==> src/rtl/cp0_vectored_if.sv <==
// CP0 register-access and interrupt bundle shared by the
// datapath (master) and the coprocessor-0 block (slave).
interface cp0_vectored_if #(
    parameter int NUM_IRQ  = 4,
    parameter int PC_WIDTH = 30
);
    logic [31:0]         wr_data;
    logic [4:0]          regnum;
    logic                MTC0;
    logic                ERET;
    logic [PC_WIDTH-1:0] next_pc;
    logic [NUM_IRQ-1:0]  irq;
    logic [31:0]         rd_data;
    logic [PC_WIDTH-1:0] EPC;
    logic                TakenInterrupt;

    modport master (
        output wr_data, regnum, MTC0, ERET,
        output next_pc, irq,
        input  rd_data, EPC, TakenInterrupt
    );

    modport slave (
        input  wr_data, regnum, MTC0, ERET,
        input  next_pc, irq,
        output rd_data, EPC, TakenInterrupt
    );
endinterface

==> src/rtl/cp0_vectored.sv <==
// Coprocessor 0 with edge-latched external interrupts, a
// Count/Compare timer on line 7 and taken-line ID capture.
module cp0_vectored #(
    parameter int NUM_IRQ  = 4,
    parameter int PC_WIDTH = 30
) (
    input logic           clock,
    input logic           reset,
    cp0_vectored_if.slave bus
);
    localparam logic [6:0] EXT = 7'((8'd1 << NUM_IRQ) - 8'd1);

    logic [31:0]         count_q, count_d;
    logic [31:0]         compare_q, compare_d;
    logic [7:0]          im_q, im_d;
    logic [7:0]          ip_q, ip_d;
    logic                ie_q, ie_d;
    logic                exl_q, exl_d;
    logic [2:0]          id_q, id_d;
    logic [PC_WIDTH-1:0] epc_q, epc_d;
    logic [NUM_IRQ-1:0]  irq_q;

    logic [7:0] pend;
    logic [6:0] rise, clr;
    logic [2:0] top;
    logic       take, match;
    logic       wr_cnt, wr_cmp, wr_sr;
    logic       wr_cause, wr_epc;

    assign wr_cnt   = bus.MTC0 && bus.regnum == 5'd9;
    assign wr_cmp   = bus.MTC0 && bus.regnum == 5'd11;
    assign wr_sr    = bus.MTC0 && bus.regnum == 5'd12;
    assign wr_cause = bus.MTC0 && bus.regnum == 5'd13;
    assign wr_epc   = bus.MTC0 && bus.regnum == 5'd14;

    assign pend  = ip_q & im_q;
    assign take  = ie_q & ~exl_q & (|pend);
    assign match = count_q == compare_q;
    assign rise  = 7'(bus.irq & ~irq_q);

    assign bus.TakenInterrupt = take;
    assign bus.EPC            = epc_q;

    // Ascending scan: the last hit is the highest line.
    always_comb begin
        top = '0;
        for (int i = 0; i < 8; i++) begin
            if (pend[i]) top = 3'(i);
        end
    end

    always_comb begin
        count_d   = wr_cnt ? bus.wr_data : count_q + 32'd1;
        compare_d = wr_cmp ? bus.wr_data : compare_q;
        clr       = wr_cause ? bus.wr_data[14:8] : '0;
        ip_d[6:0] = ((ip_q[6:0] & ~clr) | rise) & EXT;
        ip_d[7]   = match | (ip_q[7] & ~wr_cmp);
        ie_d      = wr_sr ? bus.wr_data[0] : ie_q;
        im_d      = wr_sr ? bus.wr_data[15:8] & {1'b1, EXT}
                          : im_q;
        priority case (1'b1)
            take:     exl_d = 1'b1;
            bus.ERET: exl_d = 1'b0;
            wr_sr:    exl_d = bus.wr_data[1];
            default:  exl_d = exl_q;
        endcase
        epc_d = epc_q;
        if (take)        epc_d = bus.next_pc;
        else if (wr_epc) epc_d = bus.wr_data[PC_WIDTH+1:2];
        id_d = take ? top : id_q;
    end

    always_ff @(posedge clock) begin
        if (reset) begin
            count_q   <= '0;
            compare_q <= '1;
            im_q      <= '0;
            ip_q      <= '0;
            ie_q      <= 1'b0;
            exl_q     <= 1'b0;
            id_q      <= '0;
            epc_q     <= '0;
            irq_q     <= '0;
        end else begin
            count_q   <= count_d;
            compare_q <= compare_d;
            im_q      <= im_d;
            ip_q      <= ip_d;
            ie_q      <= ie_d;
            exl_q     <= exl_d;
            id_q      <= id_d;
            epc_q     <= epc_d;
            irq_q     <= bus.irq;
        end
    end

    always_comb begin
        bus.rd_data = '0;
        case (bus.regnum)
            5'd9:  bus.rd_data = count_q;
            5'd11: bus.rd_data = compare_q;
            5'd12: bus.rd_data = {16'b0, im_q, 6'b0, exl_q, ie_q};
            5'd13: bus.rd_data = {16'b0, ip_q, 3'b0, id_q, 2'b0};
            5'd14: bus.rd_data = 32'({epc_q, 2'b00});
            default: bus.rd_data = '0;
        endcase
    end
endmodule

==> src/flat_wrapper.sv <==
// flat-port wrapper written by rule: the top's interface ports become plain ports
module cp0_vectored_flat 
#(
    parameter int NUM_IRQ  = 4,
    parameter int PC_WIDTH = 30
)
  (clock, reset, bus_wr_data, bus_regnum, bus_MTC0, bus_ERET, bus_next_pc, bus_irq, bus_rd_data, bus_EPC, bus_TakenInterrupt);
  cp0_vectored_if #(.NUM_IRQ(NUM_IRQ), .PC_WIDTH(PC_WIDTH)) bus_i ();
  input logic clock;
  input logic reset;
  input wire logic [$bits(bus_i.wr_data)-1:0] bus_wr_data;
  input wire logic [$bits(bus_i.regnum)-1:0] bus_regnum;
  input wire logic [$bits(bus_i.MTC0)-1:0] bus_MTC0;
  input wire logic [$bits(bus_i.ERET)-1:0] bus_ERET;
  input wire logic [$bits(bus_i.next_pc)-1:0] bus_next_pc;
  input wire logic [$bits(bus_i.irq)-1:0] bus_irq;
  output wire logic [$bits(bus_i.rd_data)-1:0] bus_rd_data;
  output wire logic [$bits(bus_i.EPC)-1:0] bus_EPC;
  output wire logic [$bits(bus_i.TakenInterrupt)-1:0] bus_TakenInterrupt;
  assign bus_i.wr_data = bus_wr_data;
  assign bus_i.regnum = bus_regnum;
  assign bus_i.MTC0 = bus_MTC0;
  assign bus_i.ERET = bus_ERET;
  assign bus_i.next_pc = bus_next_pc;
  assign bus_i.irq = bus_irq;
  assign bus_rd_data = bus_i.rd_data;
  assign bus_EPC = bus_i.EPC;
  assign bus_TakenInterrupt = bus_i.TakenInterrupt;
  cp0_vectored #(.NUM_IRQ(NUM_IRQ), .PC_WIDTH(PC_WIDTH)) u_core (.clock(clock), .reset(reset), .bus(bus_i));
endmodule
==> config.mk <==
export PLATFORM = sky130hd
export DESIGN_NAME = cp0_vectored_flat
export DESIGN_NICKNAME = d
export VERILOG_FILES = /design/src/rtl/cp0_vectored_if.sv /design/src/rtl/cp0_vectored.sv /design/src/flat_wrapper.sv
export SDC_FILE = /design/constraint.sdc
export NUM_CORES = 1
export LEC_CHECK = 0
export BUFFER_PORTS_ARGS = -buffer_cell sky130_fd_sc_hd__buf_4
export CORE_ASPECT_RATIO = 0.8
export CORE_MARGIN = 3
export CORE_UTILIZATION = 52
export CTS_BUF_LIST = sky130_fd_sc_hd__clkbuf_4
export DETAILED_ROUTE_END_ITERATION = 10
export PLACE_DENSITY_LB_ADDON = 0.05
export SLEW_MARGIN = 0
export SYNTH_ARGS = -nofsm -noshare
export SYNTH_HDL_FRONTEND = slang
export SYNTH_SLANG_ARGS = --single-unit
==> constraint.sdc <==
create_clock -name clock -period 5.69 [get_ports clock]
set_input_delay 0 -clock clock [delete_from_list [all_inputs] [get_ports clock]]
set_output_delay 0 -clock clock [all_outputs]
set_load 0.03 [all_outputs]
Word-level counts from Yosys, hierarchy flattened. Index checks and enable logic that the tools add are counted.

Add/sub/neg operators: 1. Equality and inequality tests: 6. Multiplexer cells: 15. Bitwise gates (word level): 12. Reductions and logical operators: 8.

Operators with widths (number): 32-bit one-hot mux with 5 select lines (1); 30-bit two-way mux (2); 32-bit by 1-bit adder with 32-bit output, second input constant (1); 32-bit equality test (1); 32-bit two-way mux (1); 5-bit by 4-bit equality test with 1-bit output, second input constant (5); 3-bit two-way mux (6); 4-bit AND (2); 8-bit AND (1); 4-bit NOT (2); 8-bit OR reduction (1); 1-bit logical AND (5); 1-bit two-way mux (4); 4-bit two-way mux (1); 4-bit bitwise OR (1); 1-bit AND (3); 3-bit nonzero test (1); 1-bit NOT (2); 2-bit nonzero test (1); 1-bit bitwise OR (1).

Flip-flop bits (word level): 113. Bits of input ports: 75. Output and inout bits: 63. Logic and storage cells: 51.

Longest topological paths before layout.
Word-level depth: 8. Mapped depth: 9. Mapped depth without buffers: 7.

Least setup slack after synthesis. Ideal clock, no wire load.

Path kind: register to register. From: register u_core.count_q[0]. To: register u_core.count_q[18]. Library setup time: 0.137 ns. Data arrival time: 1.859 ns. Data required time: 5.553 ns. Slack: 3.694 ns. Stages on the path, launching flop included: 8. Path buffers: 1. Clock period less this slack: 1.996 ns. Path through: dfxtp_1 ha_1 inv_1 or4_1 buf_6 nor4_4 xnor2_1 a211oi_2.

Word-level cells in the longest chain between the ends: 2.

RTL lines: start: declaration (line cp0_vectored.sv:13) `logic [31:0] count_q, count_d;`; start signal: assignment (line cp0_vectored.sv:85) `count_q <= count_d;`; 32-bit by 1-bit adder with 32-bit output (line cp0_vectored.sv:53) `count_d = wr_cnt ? bus.wr_data : count_q + 32'd1;`; 32-bit two-way mux (line cp0_vectored.sv:53).

No other way between the ends. A chain may end at the register's enable or synchronous reset.

Final worst setup path.
From: register u_core.count_q[1]. To: register u_core.count_q[26].

The elaborated chain is that of the path after synthesis.

==> results by stage <==
Run status:
- The run finished with clean final reports.

STA:
- Static timing analysis puts the maximum clock frequency at 338 MHz.
- The final hold violation count came to 0.
- Clock skew on the completed layout was measured at 0.0181 ns.
- The actual slew at the worst max-slew pin is 1.41 ns.
- The max-slew headroom at the worst pin is 5.78%.
- The total count of max-transition violations in the final report is 0.
- After routing, the total negative slack on setup checks comes to 0 ns.
- The final worst-path cycle share is 52.0%.
- On the final layout, the worst hold slack is 0.134 ns.
- The setup slack after layout is between 2 and 3 ns.
- Setup repair after global routing left no endpoint under its margin.
- The routed design could run at a clock period as short as 2.96 ns.
- Setup violations remaining at the end of the flow were counted as 0.

Clock tree:
- The clock edge transition at the registers on the reported setup and hold paths is 0.10 ns.
- The clock drives 113 sinks.
- The number of buffers added by the clock tree synthesis step is 17.
- In this run, post-CTS hold repair placed 73 buffers.
- The number of buffers on the longest clock path is 2.
- The worst-skew pair later-pin latency is 0.52 ns.
- The cell at the root of the clock tree is sky130_fd_sc_hd__clkbuf_4.
- Once the clock tree was built, the resizer swapped 0 gates to a different size.
- The TritonCTS clock tree is done.
- The post-CTS setup-driven buffer insertion count is 0.
- The count of H-tree levels built during CTS is 4.

Yosys:
- Yosys instantiated no cell more often than sky130_fd_sc_hd__nand2_1.
- For this run, asynchronously set or reset flops after synthesis account for 0%.
- The area fraction of the dominant cell type after synthesis is 37.9%.
- Summing the sequential cell areas from Yosys gives 37.9% of the chip area.
- After synthesis the cells add up to 5980 sq um.
- In the synthesized netlist, the number of instances is roughly 730.
- The number of synthesized flops with an enable pin is 0.
- The number of distinct library cell variants in the gate-level netlist after synthesis is 45.
- The number of warnings reported in the yosys synthesis log is 0.
- Counting instances in the post-synthesis netlist gives the leading cell types as sky130_fd_sc_hd__nand2_1 (133), sky130_fd_sc_hd__dfxtp_1 (113), sky130_fd_sc_hd__nor2_1 (70).
- sky130_fd_sc_hd__dfxtp_1 takes more of the synthesized area than any other cell.
- The synthesized design contains 113 register bits.
- The synthesized area per cell is around 8 sq um.
- By area the synthesized netlist is led by sky130_fd_sc_hd__dfxtp_1 (38%), sky130_fd_sc_hd__nand2_1 (8.4%), sky130_fd_sc_hd__xnor2_1 (8.1%).
- The number of nets in the synthesized netlist is 805.
- The most used flip-flop cell after synthesis is sky130_fd_sc_hd__dfxtp_1.

Critical path:
- STA classifies the critical path endpoint as a flip-flop.
- The data arrival time of the critical path is between 3 and 4 ns.
- The largest fanout on the critical path is 10.
- Data on the critical path is required at its endpoint by 6.16 ns.
- The worst setup path is launched from a flip-flop.
- The setup path with the least slack is of type reg2reg.

Global route:
- Entering global routing, the biggest net connects 71 pins.
- The total grt overflow is 0.
- The global-route track usage on met1 is 40.7%.
- The highest-utilization routing layer at the global route stage is met2.
- The total routing usage reported by global routing is 29.9%.
- The met3 usage in global routing is 7.52%.
- Global routing used 47.5% of the available met2 tracks.
- The via count of the first global-routing pass was 5,939.
- The first global-routing pass estimated 30,700 um of wire.
- The initial antenna violation count was 0.

Final layout:
- The number of non-filler instances in the completed layout is 1,058.
- The final-stage net count is 978.
- The number of antenna diodes in the final layout is 0.
- The share of final-layout standard cells stronger than drive strength 1 is 22.0%.
- The filler cell count in the final layout is 885.
- The total non-filler cell area in the finished layout is 7930 sq um.
- The area growth from synthesis to layout is 32.7%.
- For this run, the share of the core covered by cells in the final layout is 71.7%.

Pwr:
- The worst vdd rail ir drop is 153 uV.
- The total design power is 1.49 mW.
- The power per standard cell area is 188 nW/um^2.
- The reported leakage power is 3.02 nW.

Drt:
- The first detailed-routing pass took 6 iterations.
- The detail-routed net length per standard cell is 18.3 um.
- After detailed routing, the number of vias per cell comes to 5.89.
- The final route contains 6,230 vias.
- The count of nets left with antenna violations after detail routing is 0.
- The number of violations reported at the end of detailed-routing iteration 0 is between 500 and 600.
- The final layout contains routed wiring with a total length of 19,400 um.
- After detailed routing, the number of remaining DRC violations is 0.

Floorplan:
- Once the floorplan was initialized, standard cells occupied 54.0% of the core.
- The horizontal die dimension is 126 um.
- In this run the core area contains 34 standard-cell rows.
- The core region is 11,100 sq um.
- The die covers 12,800 sq um.
- During I/O placement, the number of pins put on the boundary was 138.
- The floorplan step set the die height to 102 um.

Placed design:
- Timing analysis after detailed placement gives a worst setup slack of 2.93 ns.
- The placed cell count is ~950.
- The placed cell area is 6990 sq um.
- The count of port buffers added during placement is about 140.
- The weighted congestion at the end of routability-driven global placement is 0.929.
- The total half-perimeter wirelength after legalization and detailed placement is 12,300 um.

Hold path:
- The worst min-delay path category is in2reg.

Run:
- The count of maximum capacitance violations is 0.
[flip-flops by register name, summed over array words and instances (netlist names), 3 cells and up]
name / flops
u_core.id_q: 3
u_core.irq_q: 4
u_core.ip_q: 5
u_core.count_q: 32
u_core.compare_q: 32
u_core.im_q: 5
u_core.bus.EPC: 30
[area by class of cell]
| type | instances | area, sq um | area share (%) |
|---|---|---|---|
| clock buffers | 21 | 158 | 1.99 |
| flip-flops and latches | 113 | 2260 | 28.5 |
| clock inverters | 10 | 46.3 | 0.584 |
| repair buffers | 216 | 1800 | 22.8 |
| multi-input cells | 541 | 3430 | 43.2 |
| well taps | 144 | 180 | 2.27 |
| inverters | 13 | 48.8 | 0.616 |
[critical path: stages, from the launching register on]
cell and delay, ns:
sky130_fd_sc_hd__dfxtp_1 0.48, sky130_fd_sc_hd__ha_1 0.33, sky130_fd_sc_hd__inv_1 0.07, sky130_fd_sc_hd__or4_1 0.87, sky130_fd_sc_hd__nor3_2 0.30, sky130_fd_sc_hd__xnor2_1 0.09
sky130_fd_sc_hd__o31ai_1 0.20, sky130_fd_sc_hd__dlygate4sd3_1 0.57
[logic make-up after synthesis]
group                    after synthesis  synth area share [%]
AO/OA/AOI/OAI                        158                  20.8
XOR/XNOR                              60                  8.79
AND/OR/NAND/NOR                      320                  26.7
flip-flops                           113                  37.9
adder cells (fa/ha/maj)                1                 0.209
buffers and inverters                 75                  5.36
multiplexers                           2                 0.335
[where the power goes]
part | leakage (nW) | switching (mW) | internal, mW | total (mW)
sequential | 0.916 | 0.0175 | 0.805 | 0.822
combinational | 1.99 | 0.0929 | 0.0999 | 0.193
clock | 0.120 | 0.300 | 0.179 | 0.479
[worst paths after layout]
kind | start | slack (ns) | end | depth (start not counted)
worst min register to register | u_core.id_q[2] | 0.47 | u_core.id_q[2] | 2
worst max register to register | u_core.count_q[1] | 2.73 | u_core.count_q[26] | 7
worst min-delay path | bus_regnum[0] | 0.13 | u_core.im_q[2] | 5
worst max-delay path | u_core.count_q[1] | 2.73 | u_core.count_q[26] | 7
[routing by layer]
layer	part of all wire [%]	routed length [um]
met1	44	8570
met2	45	8740
met3	8.9	1730
met4	1.9	361
met5	0	0
[cell usage in the layout (no fill, tap or decap), drive strengths merged, types with 3 or more instances in the layout]
cell type / n
a311oi: 33
dfxtp: 113
and4: 3
a222oi: 6
nor2: 70
nand2: 135
nor3: 16
a22oi: 35
xor2: 5
buf: 143
a21oi: 15
xnor2: 55
inv: 13
nor2b: 41
nand4: 12
or4: 3
nor4: 9
a211oi: 27
o21ai: 5
clkinv: 9
clkbuf: 21
nand3: 21
a211o: 32
dlygate4sd3: 73
or3: 3
(Power assumes the default switching activity.)
